==> config.mk <==
export PLATFORM = sky130hd
export DESIGN_NAME = mem_access_unit
export DESIGN_NICKNAME = d
export VERILOG_FILES = /design/src/rtl/mem_access_unit.sv
export SDC_FILE = /design/constraint.sdc
export NUM_CORES = 1
export LEC_CHECK = 0
export BUFFER_PORTS_ARGS = -buffer_cell sky130_fd_sc_hd__buf_2
export CAP_MARGIN = 10
export CORE_AREA = 2 2 126 128
export DETAILED_ROUTE_END_ITERATION = 6
export DIE_AREA = 0 0 128 130
export GPL_TIMING_DRIVEN = 1
export PLACE_DENSITY = 0.65
export SLEW_MARGIN = 0
export SYNTH_ARGS = -nofsm -noshare
export SYNTH_HDL_FRONTEND = slang
export SYNTH_SLANG_ARGS = --single-unit
export TNS_END_PERCENT = 1
==> constraint.sdc <==
create_clock -name clk -period 2.1 [get_ports clk]
set_input_delay 0.21 -clock clk [delete_from_list [all_inputs] [get_ports clk]]
set_output_delay 0.21 -clock clk [all_outputs]
set_load 0.01 [all_outputs]
==> src/rtl/mem_access_unit.sv <==
// -----------------------------------------------------------------------------
// mem_access_unit
//
// Memory-access stage between the multicycle control FSM and the unified
// instruction/data memory. The controller issues one access per FSM step
// (acc_valid); this block latches the request, runs a req/ack handshake with a
// variable-latency memory and deposits the result into IR (fetch) or MDR
// (load). Stores latch nothing. Misaligned addresses never reach the memory
// and complete immediately with err=1. A request that sees no ack for TIMEOUT
// cycles is dropped and completes with err=1.
//
// Parameters
//   TIMEOUT   max cycles spent requesting without an ack; 0 disables the abort
//   CNT_W     wait counter width, 2**CNT_W > TIMEOUT
//
// Ports
//   clk, rst               clock, synchronous active-high reset
//   acc_valid              access strobe, only looked at while idle
//   IorD, MemWrite         0 = fetch at pc, 1 = data at aluout; store if both 1
//   pc, aluout, wdata      fetch address, data address, store data
//   mem_req/we/addr/wdata  memory request side, held stable until mem_ack
//   mem_ack, mem_rdata     memory completion, read data valid with ack
//   instr, Op, Funct       IR and its opcode/function fields
//   mdr                    memory data register
//   busy                   stall to controller (combinational)
//   done, err              one-cycle completion pulse and its status
// -----------------------------------------------------------------------------
module mem_access_unit #(
  parameter int TIMEOUT = 255,
  parameter int CNT_W   = 8
) (
  input  logic        clk,
  input  logic        rst,
  input  logic        acc_valid,
  input  logic        IorD,
  input  logic        MemWrite,
  input  logic [31:0] pc,
  input  logic [31:0] aluout,
  input  logic [31:0] wdata,
  output logic        mem_req,
  output logic        mem_we,
  output logic [31:0] mem_addr,
  output logic [31:0] mem_wdata,
  input  logic        mem_ack,
  input  logic [31:0] mem_rdata,
  output logic [31:0] instr,
  output logic [5:0]  Op,
  output logic [5:0]  Funct,
  output logic [31:0] mdr,
  output logic        busy,
  output logic        done,
  output logic        err
);

  typedef enum logic [1:0] {S_IDLE, S_REQ, S_DONE} state_t;
  typedef enum logic [1:0] {K_FETCH, K_LOAD, K_STORE} kind_t;

  // Latched request, captured once at acceptance and held through S_REQ.
  typedef struct packed {
    logic [31:0] addr;
    logic [31:0] wdata;
    logic        we;
    kind_t       kind;
  } req_t;

  state_t             state_q, state_d;
  req_t               req_q, req_d;
  logic               mem_req_q, mem_req_d;
  logic [31:0]        instr_q, instr_d;
  logic [31:0]        mdr_q, mdr_d;
  logic               err_q, err_d;
  logic [CNT_W-1:0]   cnt_q, cnt_d;

  logic [31:0]        addr_sel;
  logic               wr_sel;
  logic               timeout_hit;

  // cnt_q holds the number of S_REQ cycles already completed, so the
  // TIMEOUT-th requesting cycle is the one where cnt_q == TIMEOUT-1.
  generate
    if (TIMEOUT == 0) begin : g_no_timeout
      assign timeout_hit = 1'b0;
    end else begin : g_timeout
      localparam logic [CNT_W-1:0] CNT_LAST = CNT_W'(TIMEOUT - 1);
      assign timeout_hit = (cnt_q == CNT_LAST);
    end
  endgenerate

  // MemWrite without IorD is not a store: it falls back to a plain fetch.
  assign addr_sel = IorD ? aluout : pc;
  assign wr_sel   = IorD & MemWrite;

  always_comb begin
    state_d   = state_q;
    req_d     = req_q;
    mem_req_d = mem_req_q;
    instr_d   = instr_q;
    mdr_d     = mdr_q;
    err_d     = err_q;
    cnt_d     = cnt_q;

    case (state_q)
      S_IDLE: begin
        if (acc_valid) begin
          req_d.addr  = {addr_sel[31:2], 2'b00};
          req_d.wdata = wdata;
          req_d.kind  = wr_sel ? K_STORE : (IorD ? K_LOAD : K_FETCH);
          cnt_d       = '0;
          if (addr_sel[1:0] != 2'b00) begin
            // Never reaches the memory; err is set now so it shows with done.
            req_d.we  = 1'b0;
            mem_req_d = 1'b0;
            err_d     = 1'b1;
            state_d   = S_DONE;
          end else begin
            req_d.we  = wr_sel;
            mem_req_d = 1'b1;
            state_d   = S_REQ;
          end
        end
      end

      S_REQ: begin
        // An ack arriving in the timeout cycle still counts as success.
        if (mem_ack) begin
          case (req_q.kind)
            K_FETCH: instr_d = mem_rdata;
            K_LOAD:  mdr_d   = mem_rdata;
            default: ;
          endcase
          mem_req_d = 1'b0;
          req_d.we  = 1'b0;
          err_d     = 1'b0;
          state_d   = S_DONE;
        end else if (timeout_hit) begin
          mem_req_d = 1'b0;
          req_d.we  = 1'b0;
          err_d     = 1'b1;
          state_d   = S_DONE;
        end else begin
          cnt_d = cnt_q + CNT_W'(1);
        end
      end

      S_DONE: begin
        cnt_d   = '0;
        state_d = S_IDLE;
      end

      default: begin
        mem_req_d = 1'b0;
        req_d.we  = 1'b0;
        state_d   = S_IDLE;
      end
    endcase
  end

  always_ff @(posedge clk) begin
    if (rst) begin
      state_q   <= S_IDLE;
      req_q     <= '{addr: 32'h0, wdata: 32'h0, we: 1'b0, kind: K_FETCH};
      mem_req_q <= 1'b0;
      instr_q   <= 32'h0;
      mdr_q     <= 32'h0;
      err_q     <= 1'b0;
      cnt_q     <= '0;
    end else begin
      state_q   <= state_d;
      req_q     <= req_d;
      mem_req_q <= mem_req_d;
      instr_q   <= instr_d;
      mdr_q     <= mdr_d;
      err_q     <= err_d;
      cnt_q     <= cnt_d;
    end
  end

  assign mem_req   = mem_req_q;
  assign mem_we    = req_q.we;
  assign mem_addr  = req_q.addr;
  assign mem_wdata = req_q.wdata;
  assign instr     = instr_q;
  assign Op        = instr_q[31:26];
  assign Funct     = instr_q[5:0];
  assign mdr       = mdr_q;
  assign err       = err_q;
  assign done      = (state_q == S_DONE);
  // Stall already in the accepting cycle so the controller holds its step.
  assign busy      = ((state_q == S_IDLE) & acc_valid) | (state_q == S_REQ) |
                     (state_q == S_DONE);

endmodule

==> impl_metrics.tcl <==
set metrics [dict create \
    rsz0062_at_grt "false" \
    clock_latency_ps 410 \
    port_buffers 276 \
    start_util 0.386 \
    period_needed_ps 1870 \
    cts_tree "built" \
    maxCapViolations 0 \
    finalPower_w 0.00650 \
    post-cts-setup-buffers 0 \
    synthXorXnorAreaFrac 0 \
    synth.area.mux_share 0.0540 \
    ys_types 39 \
    finalMaxSlewViolations 0 \
    synth_top_family_by_area "simple AND/OR/NAND/NOR gates" \
    grt_max_degree 65 \
    p_per_area_mw_per_mm2 861 \
    die_w_um 128 \
    drt_iter0_markers 253 \
    synth.avg_cell_area_um2 8.21 \
    synth_top_area_share 0.474 \
    first_pass_iters 4 \
    required_ps 2380 \
    synth_area_leaders "dfxtp_1 47%, nand2_1 13%, buf_4 9.6%" \
    yosysWarnings 0 \
    fin_nets 1046 \
    grt_antenna_before_repair 1 \
    clock_skew_ps 7.21 \
    cts_resized 0 \
    cp.arrival_ps 2150 \
    fin_crit_sh 0.892 \
    cts_sinks 141 \
    htreeDepth 4 \
    grt_usage 0.171 \
    cts_buffers 17 \
    ys_seq_area_frac 0.474 \
    finalSetupViolations 0 \
    synthSimpleGateAreaFrac 0.185 \
    ir_worst_vdd_mv 0.544 \
    drc 0 \
    syn_area_mm2 0.00596 \
    path_max_fanout 7 \
    hold_viol_final 0 \
    antenna_left 0 \
    cp_top_family "compound AO/OA/AOI/OAI gates" \
    p_leak_nw 3.49 \
    vias 5280 \
    drt-total-wl_um 14900 \
    cp-end-kind "register" \
    root_buffer "clkbuf_16" \
    crit_path_top_delay_cell "a2111o_1" \
    fp.dieH_um 130 \
    status "finished clean" \
    io_pins 279 \
    worstSetupPathType "reg -> reg" \
    synthAdderAreaFrac 0.00420 \
    dp_hpwl_um 10700 \
    overflow 0 \
    timing.critical_path.cells "inv_1 -> ha_1 -> and3_4 -> a2111o_1 -> buf_4 -> nand3b_1 -> a31oi_1" \
    yosysTopAreaCell "dfxtp_1" \
    critPathBufInv 2 \
    finalSetupTns_ps 0 \
    grt_pass1_wl_um 22600 \
    first_global_vias 4633 \
    synth-seq-cells 141 \
    cts_hold_buf 0 \
    fmax_mhz 534 \
    rows 46 \
    max_stage_delay_ps 420 \
    synth_compound_area_frac 0.150 \
    syn2layout_area_growth_pct 26.8 \
    vias_per_cell 4.74 \
    startpoint_type "register" \
    routedWlPerCell_um 13.4 \
    slew-limit-headroom 0.617 \
    worstMarginPinSlew_ps 569 \
    core_area_mm2 0.0154 \
    clk_path_buf_depth 2 \
    whs_ps 30.1 \
    dieArea_mm2 0.0166 \
    syn_inst 726 \
    hp-class "in -> reg" \
    layout-drive-gt1-share 0.358 \
    clkSlewWorstSetupHoldPaths_ps 60 \
    gp_congestion 0.781 \
]
## power breakdown
part | switching, W | leakage, nW | internal (W) | total [W]
Clock | 0.00111 | 0.285 | 0.00187 | 0.00298
Combinational | 0.000379 | 2.05 | 0.000299 | 0.000677
Sequential | 0.0000581 | 1.15 | 0.00279 | 0.00285
## logic make-up after synthesis
| logic type | count (synthesis) |
|---|---|
| simple gates | 266 |
| other cells | 1 |
| fa+ha+maj | 2 |
| buf+inv | 130 |
| compound gates | 154 |
| mux | 32 |
| flops | 141 |
## area by class of cell
class | count | area, µm²
Inverter | 5 | 18.8
Tap cell | 192 | 240
Timing Repair Buffer | 289 | 1510
Clock buffer | 22 | 484
Fill cell | 1561 | 7870
Clock inverter | 9 | 110
Sequential cell | 141 | 2820
Multi-Input combinational cell | 456 | 2370
Antenna cell | 1 | 2.50
## cell usage in the layout (no fill, tap or decap), types with 2 or more instances in the layout
master      Yosys  layout
nand2_1       201     201
a211oi_1       30      30
buf_12          0       2
nand4_1         2       2
nor3_1          3       2
mux2i_1        31      31
a31oi_1         4       4
clkinvlp_4      0       3
bufinv_16       0       2
buf_4          76      12
clkinv_2        0       2
nand3_1         5       5
a21oi_1       107     107
o21bai_1        2       2
nand2b_1        6       6
buf_2          13     275
ha_1            2       2
o32ai_1         2       2
o21ai_0         3       3
dfxtp_1       141     141
clkbuf_16       0      17
conb_1          1       2
nand3b_1        3       3
nor2_1         36      35
clkbuf_8        0       4
inv_1           5       5
## state kept, by name, summed over array words and instances, names as in the netlist
name	count
mdr	32
mem_req	1
mem_wdata	32
state_q	2
mem_addr	30
req_q	2
mem_we	1
err	1
instr	32
cnt_q	8
## through the flow
step	util	instance area, µm²	worst slack [ps]	instances
after floorplan	-	5960	139	727
after CTS	0.490	7550	222	1114
after global routing	0.490	7550	95.3	1114
final	0.490	7550	226	1115
after global placement	0.451	6960	255	1083
after detailed placement	0.451	6960	229	1083
## per-layer routing
metal,vias to the layer above,part of all wire,GRT usage
li1,2710,-,-
met4,0,0.027,0.0795
met5,-,0,0
met2,181,0.49,0.295
met1,2366,0.42,0.196
met3,23,0.067,0.0521
## final timing paths
path              startpoint            end  slack (ps)  depth (start not counted)
hold reg to reg          err            err         440                          2
hold / removal     wdata[11]  mem_wdata[11]          30                          3
setup / recovery    cnt_q[0]       cnt_q[3]         230                          7
setup reg to reg    cnt_q[0]       cnt_q[3]         230                          7
## worst register-to-register path, cell delays in order (launching register included)
cell,delay (ps)
dfxtp_1,320
inv_1,60
ha_1,190
and3_4,180
a2111o_1,420
buf_4,160
nand3b_1,280
a31oi_1,130
## synthesized netlist by cell type
library cell	instances
a211oi_1	30
clkbuf_1	35
ha_1	2
a211oi_2	1
o211ai_1	1
a41oi_1	1
nand3b_1	3
inv_1	5
mux2i_1	31
dfxtp_1	141
nand3b_4	1
nand2b_1	6
and4_4	1
buf_1	1
o32a_1	1
nand2_1	201
or3b_1	1
a31oi_1	4
or4_1	1
nor3b_2	1
or3b_2	1
o21bai_1	2
nand3_1	5
buf_2	13
and3_4	1
nor3_1	3
o32ai_1	2
buf_4	76
or2_2	1
nor2_1	36
a21oi_1	107
or3_1	1
nand4_1	2
o211ai_2	1
o21ai_0	3
nor2b_1	1
a2111o_1	1
conb_1	1
mux2_2	1
No activity file was read; power rests on OpenSTA's default activity.
